$ cat src/rtl/adat_tx_mc.sv
`default_nettype none
// ============================================================================
// Module   : adat_tx_mc
// Purpose  : ADAT optical-format transmitter. Packs multichannel PCM words
//            from a 2-entry FIFO into 256-bit ADAT frames (normal or SMUX 2x)
//            and emits them NRZI-encoded, one frame bit per CLK_DIV clocks.
// Options  : ADAT_TX_UNDERRUN_REPEAT_EN - when defined, an underrun frame
//            repeats the slot data of the last successfully loaded frame;
//            otherwise underrun frames carry all-zero slots.
// Revision : 1.0 - initial release
// ============================================================================
module adat_tx_mc #(
    parameter int SAMPLE_W = 24,
    parameter int CHANNELS = 8,
    parameter int CLK_DIV  = 2
) (
    input  logic                         clk_i,
    input  logic                         rst_i,
    input  logic                         enable_i,
    input  logic                         smux_i,
    input  logic [CHANNELS*SAMPLE_W-1:0] sample_i,
    input  logic                         sample_valid_i,
    output logic                         sample_ready_o,
    input  logic [3:0]                   user_i,
    output logic                         adat_o,
    output logic                         frame_start_o,
    output logic                         underrun_o
);

    localparam int         c_WORD_W   = CHANNELS * SAMPLE_W;
    localparam logic [3:0] c_DIV_LAST = 4'(CLK_DIV - 1);

    // Left-justify a sample into a 24-bit slot (MSB at bit 23).
    function automatic logic [23:0] f_just(input logic [SAMPLE_W-1:0] s);
        f_just = 24'(s) << (24 - SAMPLE_W);
    endfunction

    // Assemble a frame, first transmitted bit at [255].
    function automatic logic [255:0] f_build(input logic [3:0] u, input logic [191:0] slots);
        logic [255:0] f;
        int           pos;
        f          = '0;
        f[245]     = 1'b1;
        f[244:241] = u;
        f[240]     = 1'b1;
        for (int s = 0; s < 8; s++) begin
            for (int n = 0; n < 6; n++) begin
                pos              = 239 - s * 30 - n * 5;
                f[pos]           = 1'b1;
                f[pos - 1 -: 4]  = slots[s * 24 + 20 - 4 * n +: 4];
            end
        end
        f_build = f;
    endfunction

    logic [3:0]          r_div;
    logic [7:0]          r_bit;
    logic [255:0]        r_shift;
    logic                r_adat;
    logic                r_fs;
    logic                r_under;
    logic                r_ready;
    logic [1:0]          r_count;
    logic [c_WORD_W-1:0] r_mem [2];
`ifdef ADAT_TX_UNDERRUN_REPEAT_EN
    logic [191:0]        r_last;
    logic [191:0]        w_last_nxt;
`endif

    logic [3:0]          w_div_nxt;
    logic [7:0]          w_bit_nxt;
    logic [255:0]        w_shift_nxt;
    logic                w_adat_nxt;
    logic                w_fs_nxt;
    logic                w_under_nxt;
    logic                w_ready_nxt;
    logic [1:0]          w_count_nxt;
    logic [c_WORD_W-1:0] w_mem_nxt [2];

    logic                w_tick;
    logic                w_load;
    logic [1:0]          w_need;
    logic                w_have;
    logic [1:0]          w_pop;
    logic                w_push;
    logic [1:0]          w_count_left;
    logic [23:0]         w_ch_old [8];
    logic [23:0]         w_ch_new [8];
    logic [191:0]        w_slots;
    logic [191:0]        w_frame_slots;
    logic [255:0]        w_frame;

    assign w_tick = enable_i && (r_div == 4'd0);
    assign w_load = w_tick && (r_bit == 8'd0);
    assign w_need = smux_i ? 2'd2 : 2'd1;
    assign w_have = (r_count >= w_need);
    assign w_pop  = (w_load && w_have) ? w_need : 2'd0;
    assign w_push = sample_valid_i && r_ready;

    // Pad both FIFO entries out to 8 justified channels; absent channels are zero.
    for (genvar gi = 0; gi < 8; gi++) begin : g_chan
        if (gi < CHANNELS) begin : g_used
            assign w_ch_old[gi] = f_just(r_mem[0][gi * SAMPLE_W +: SAMPLE_W]);
            assign w_ch_new[gi] = f_just(r_mem[1][gi * SAMPLE_W +: SAMPLE_W]);
        end else begin : g_unused
            assign w_ch_old[gi] = 24'd0;
            assign w_ch_new[gi] = 24'd0;
        end
    end

    // Slot mapping: normal = channel k in slot k; SMUX = older/newer interleaved.
    always_comb begin
        w_slots = '0;
        for (int k = 0; k < 8; k++) begin
            if (!smux_i) begin
                w_slots[k * 24 +: 24] = w_ch_old[k];
            end else if (k % 2 == 1) begin
                w_slots[k * 24 +: 24] = w_ch_new[k / 2];
            end else begin
                w_slots[k * 24 +: 24] = w_ch_old[k / 2];
            end
        end
    end

    // Slot data actually sent: fresh data, or the underrun substitute.
    always_comb begin
`ifdef ADAT_TX_UNDERRUN_REPEAT_EN
        w_frame_slots = w_have ? w_slots : r_last;
`else
        w_frame_slots = w_have ? w_slots : 192'd0;
`endif
    end

    assign w_frame = f_build(user_i, w_frame_slots);

    // Bit timing, frame load and NRZI encoding.
    always_comb begin
        w_div_nxt   = r_div;
        w_bit_nxt   = r_bit;
        w_shift_nxt = r_shift;
        w_adat_nxt  = r_adat;
        w_fs_nxt    = 1'b0;
        w_under_nxt = 1'b0;
        if (!enable_i) begin
            w_div_nxt = 4'd0;
            w_bit_nxt = 8'd0;
        end else begin
            w_div_nxt = (r_div == c_DIV_LAST) ? 4'd0 : r_div + 4'd1;
            if (w_tick) begin
                w_bit_nxt = r_bit + 8'd1;
                if (w_load) begin
                    w_shift_nxt = w_frame << 1;
                    w_adat_nxt  = r_adat ^ w_frame[255];
                    w_fs_nxt    = 1'b1;
                    w_under_nxt = !w_have;
                end else begin
                    w_shift_nxt = r_shift << 1;
                    w_adat_nxt  = r_adat ^ r_shift[255];
                end
            end
        end
    end

    // FIFO: entry 0 is the oldest; pops shift down, a push lands behind survivors.
    always_comb begin
        w_mem_nxt[0] = r_mem[0];
        w_mem_nxt[1] = r_mem[1];
        w_count_left = r_count - w_pop;
        if (w_pop == 2'd1) begin
            w_mem_nxt[0] = r_mem[1];
        end
        if (w_push) begin
            if (w_count_left == 2'd0) begin
                w_mem_nxt[0] = sample_i;
            end else begin
                w_mem_nxt[1] = sample_i;
            end
        end
        w_count_nxt = w_count_left + {1'b0, w_push};
        w_ready_nxt = (w_count_nxt != 2'd2);
    end

`ifdef ADAT_TX_UNDERRUN_REPEAT_EN
    // Remember the slot data of every successfully loaded frame.
    always_comb begin
        w_last_nxt = r_last;
        if (w_load && w_have) begin
            w_last_nxt = w_slots;
        end
    end
`endif

    // State registers with synchronous reset.
    always_ff @(posedge clk_i) begin
        if (rst_i) begin
            r_div    <= 4'd0;
            r_bit    <= 8'd0;
            r_shift  <= '0;
            r_adat   <= 1'b0;
            r_fs     <= 1'b0;
            r_under  <= 1'b0;
            r_ready  <= 1'b0;
            r_count  <= 2'd0;
            r_mem[0] <= '0;
            r_mem[1] <= '0;
`ifdef ADAT_TX_UNDERRUN_REPEAT_EN
            r_last   <= '0;
`endif
        end else begin
            r_div    <= w_div_nxt;
            r_bit    <= w_bit_nxt;
            r_shift  <= w_shift_nxt;
            r_adat   <= w_adat_nxt;
            r_fs     <= w_fs_nxt;
            r_under  <= w_under_nxt;
            r_ready  <= w_ready_nxt;
            r_count  <= w_count_nxt;
            r_mem[0] <= w_mem_nxt[0];
            r_mem[1] <= w_mem_nxt[1];
`ifdef ADAT_TX_UNDERRUN_REPEAT_EN
            r_last   <= w_last_nxt;
`endif
        end
    end

    assign sample_ready_o = r_ready;
    assign adat_o         = r_adat;
    assign frame_start_o  = r_fs;
    assign underrun_o     = r_under;

endmodule
`default_nettype wire

$ cat config.mk
export PLATFORM = sky130hd
export DESIGN_NAME = adat_tx_mc
export DESIGN_NICKNAME = d
export VERILOG_FILES = /design/src/rtl/adat_tx_mc.sv
export SDC_FILE = /design/constraint.sdc
export NUM_CORES = 1
export LEC_CHECK = 0
export ABC_CLOCK_PERIOD_IN_PS = 4300
export CAP_MARGIN = 20
export CORE_MARGIN = 3
export CORE_UTILIZATION = 43
export CTS_CLUSTER_SIZE = 14
export DETAILED_ROUTE_END_ITERATION = 10
export MAX_ROUTING_LAYER = met4
export SYNTH_ARGS = -nofsm -noshare
export SYNTH_HDL_FRONTEND = slang
export SYNTH_SLANG_ARGS = --single-unit
$ cat constraint.sdc
create_clock -name clk_i -period 4.3 [get_ports clk_i]
set_input_delay 0.43 -clock clk_i [delete_from_list [all_inputs] [get_ports clk_i]]
set_output_delay 0.43 -clock clk_i [all_outputs]
set_load 0.02 [all_outputs]
==> summary.txt <==
Run status
  – Status: complete, no violations

Clock tree
  – Hold buffers post-CTS: 0
  – Clk_lat worst skew: 610 ps
  – Worst-path clk slew: 60 ps
  – TritonCTS Sinks: 657
  – H-tree lvl count: 3
  – CTS root buf: clkbuf_16
  – Post-CTS Setup Inserts: 0
  – Clock Tree Buf Depth: 3
  – Total CTS buffers: 74
  – CTS tree: built
  – Post-CTS sizing: 0

Power and ir drop
  – Cell Pwr Density: 529 mW/mm^2
  – Max VDD drop: 0.373 mV
  – Clock group share of total power: 34.2%
  – Combinational share of power: 22.6%
  – Sw frac: 32.4%
  – Sequential Power Share: 43.3%
  – P_leak: 13.1 nW
  – P_sw: 0.00602 W
  – Internal power: 0.0126 W

Synthesis
  – Flops & latches, synth: 657
  – Synth Cell Area: 0.0302 sq mm
  – Post-synth cell types: 38
  – Post-synthesis sequential area ratio: 43.6%
  – Post-synth top flop: dfxtp_1
  – EDFF count, synth: 0
  – Gate count of the mapped netlist: 3298
  – Post-synth ARST share: 0%
  – Synth Warn #: 0
  – Syn nets: 3508
  – Avg Inst Size Synth: 9.15 sq um

Worst hold path
  – Hold WC Path Type: primary input to register
  – Hold_sp: rst_i

Critical path
  – CP max FO: 29
  – Worst setup path class: register to register
  – Critical Path Start: r_bit[0]
  – Critical Path AT: 3820 ps
  – R2R Path Start: r_bit[0]
  – Setup crit start kind: register
  – WP data required: 4810 ps
  – Setup crit end kind: register

Place
  – Dpl hpwl: 55.8 mm
  – PortBufs: 204
  – Pre-CTS WS: 611 ps
  – GPL Wtd Cong: 0.801

Drt
  – Routed Antenna Nets: 0
  – Via count: 24900
  – Drc violations: 0
  – WL per Instance: 21.3 um
  – Total Wirelength: 91.3 mm
  – TritonRoute pass-1 iters: 5
  – First DRT Iteration DRCs: 2155
  – DR vias/cell: 5.82

Timing
  – Final slew viol count: 0
  – Period utilization: 76.9%
  – Worst rel slew slack: 33.2%
  – Final Setup Violations: 0
  – Minimum clock period after layout: 3300 ps
  – Slew at the pin with the worst max-slew slack: 1000 ps
  – Final Hold Viols: 0
  – RSZ-0062 raised after global routing: no
  – Final setup margin: 995 ps
  – Final TNS setup: 0 ps
  – Max Clock Freq: 303 MHz
  – Clk_skew: 26.9 ps

Job
  – Max cap viols: 0

Global routing
  – Total GRT Usage: 24.8%
  – Initial antenna violation count: 1
  – First-pass GRT wire length: 142 mm
  – Vias in the first global route: 23900
  – GR Overflow Total: 0
  – Largest net degree at the start of global routing: 203

Floorplanning
  – Die area: 0.0734 sq mm
  – Starting Density: 43.7%
  – Num rows: 96
  – Ports: 205
  – Core region area: 0.0691 sq mm
  – Die Y: 271 um
  – Die width: 271 um

Cells and area
  – Layout cell share with drive strength beyond 1: 5.32%
  – Most frequent cells in the layout: dfxtp_1, mux2i_1, nand2b_1
  – Commonest non-fill, non-tap cell in the layout: dfxtp_1
  – Area Growth Syn to Fin: 16.4%
  – Fin nets: 3502
kinds of logic after synthesis:
| kind of cell | count (synthesis) | share of synthesized area [%] |
|---|---|---|
| buffers and inverters | 539 | 7.49 |
| and+or+nand+nor | 710 | 12.4 |
| muxes | 389 | 12.9 |
| adders and majority gates | 9 | 0.373 |
| xor gates and xnor gates | 9 | 0.307 |
| AOI/OAI and AO/OA | 985 | 23.0 |
| DFF | 657 | 43.6 |
state kept, by name (all words and copies together), names as in the netlist:
signal	count
r_bit	8
sample_ready_o	1
underrun_o	1
r_count	2
r_mem	384
r_div	4
adat_o	1
r_shift	255
frame_start_o	1
Yosys cell counts, types with 19 or more instances:
master	count	area [sq um]
a22oi_1	177	1330
buf_1	19	71.3
nor3_1	27	135
inv_1	201	754
nor2_1	269	1010
a21oi_1	199	996
buf_6	20	225
o22ai_1	50	313
buf_2	69	345
o21ai_0	169	846
mux2i_1	388	3880
dfxtp_1	657	13200
a211oi_1	171	1280
clkbuf_1	230	863
a221oi_1	24	210
a41o_1	192	1920
nand2b_1	387	2420
layer usage:
metal / GRT usage (%) / wire length [um] / vias up
li1: - / - / 11800
met1: 33.4 / 41700 / 12300
met2: 38.9 / 43000 / 595
met3: 3.12 / 3750 / 144
met4: 7.64 / 2800 / 0
met5: - / 0 / -
final timing paths:
| kind | to | slack (ps) | cells past startpoint |
|---|---|---|---|
| worst min register to register | r_shift[1] | 460 | 2 |
| worst min-delay path | r_shift[225] | 350 | 2 |
| worst max register to register | r_mem[0][294] | 1000 | 10 |
| worst max-delay path | r_mem[0][294] | 1000 | 10 |
stage by stage:
step | utilization [%] | instance area, sq um | cells | hold WS [ps] | power [W]
5_1_grt | 50.9 | 35100 | 4275 | 390 | 0.0194
2_1_floorplan | - | 30200 | 3298 | 429 | 0.0107
4_1_cts | 50.9 | 35100 | 4274 | 346 | 0.0187
6_report | 50.9 | 35100 | 4275 | 351 | 0.0186
3_3_place_gp | 47.4 | 32700 | 4147 | 448 | 0.0122
3_5_place_dp | 47.4 | 32700 | 4147 | 444 | 0.0123
power by group through the flow:
stage | Sequential, W | Clock (W) | Combinational, W
after detailed placement | 0.00815 | 0 | 0.00417
after CTS | 0.00802 | 0.00646 | 0.00419
final | 0.00804 | 0.00635 | 0.00419
after global routing | 0.00811 | 0.00668 | 0.00456
after global placement | 0.00812 | 0 | 0.00408
after floorplan | 0.00763 | 0 | 0.00304
final cells by class:
cell class | instances | area (sq um)
tap | 931 | 1160
sequential | 657 | 13200
antenna | 1 | 2.50
fill | 6249 | 33900
inverter | 201 | 754
clock buffer | 109 | 2220
clock inverter | 18 | 204
timing repair buffer | 256 | 2790
multi-input combinational | 2102 | 14900
critical path, stage by stage (launching register included):
cell and delay (ps):
dfxtp_1 340, inv_1 70, ha_1 150, nor4b_2 380, nand3_4 220, buf_4 290, or4_4 510, a31oi_4 260
buf_12 290, buf_4 400, mux2i_1 250
(Power assumes the default switching activity.)
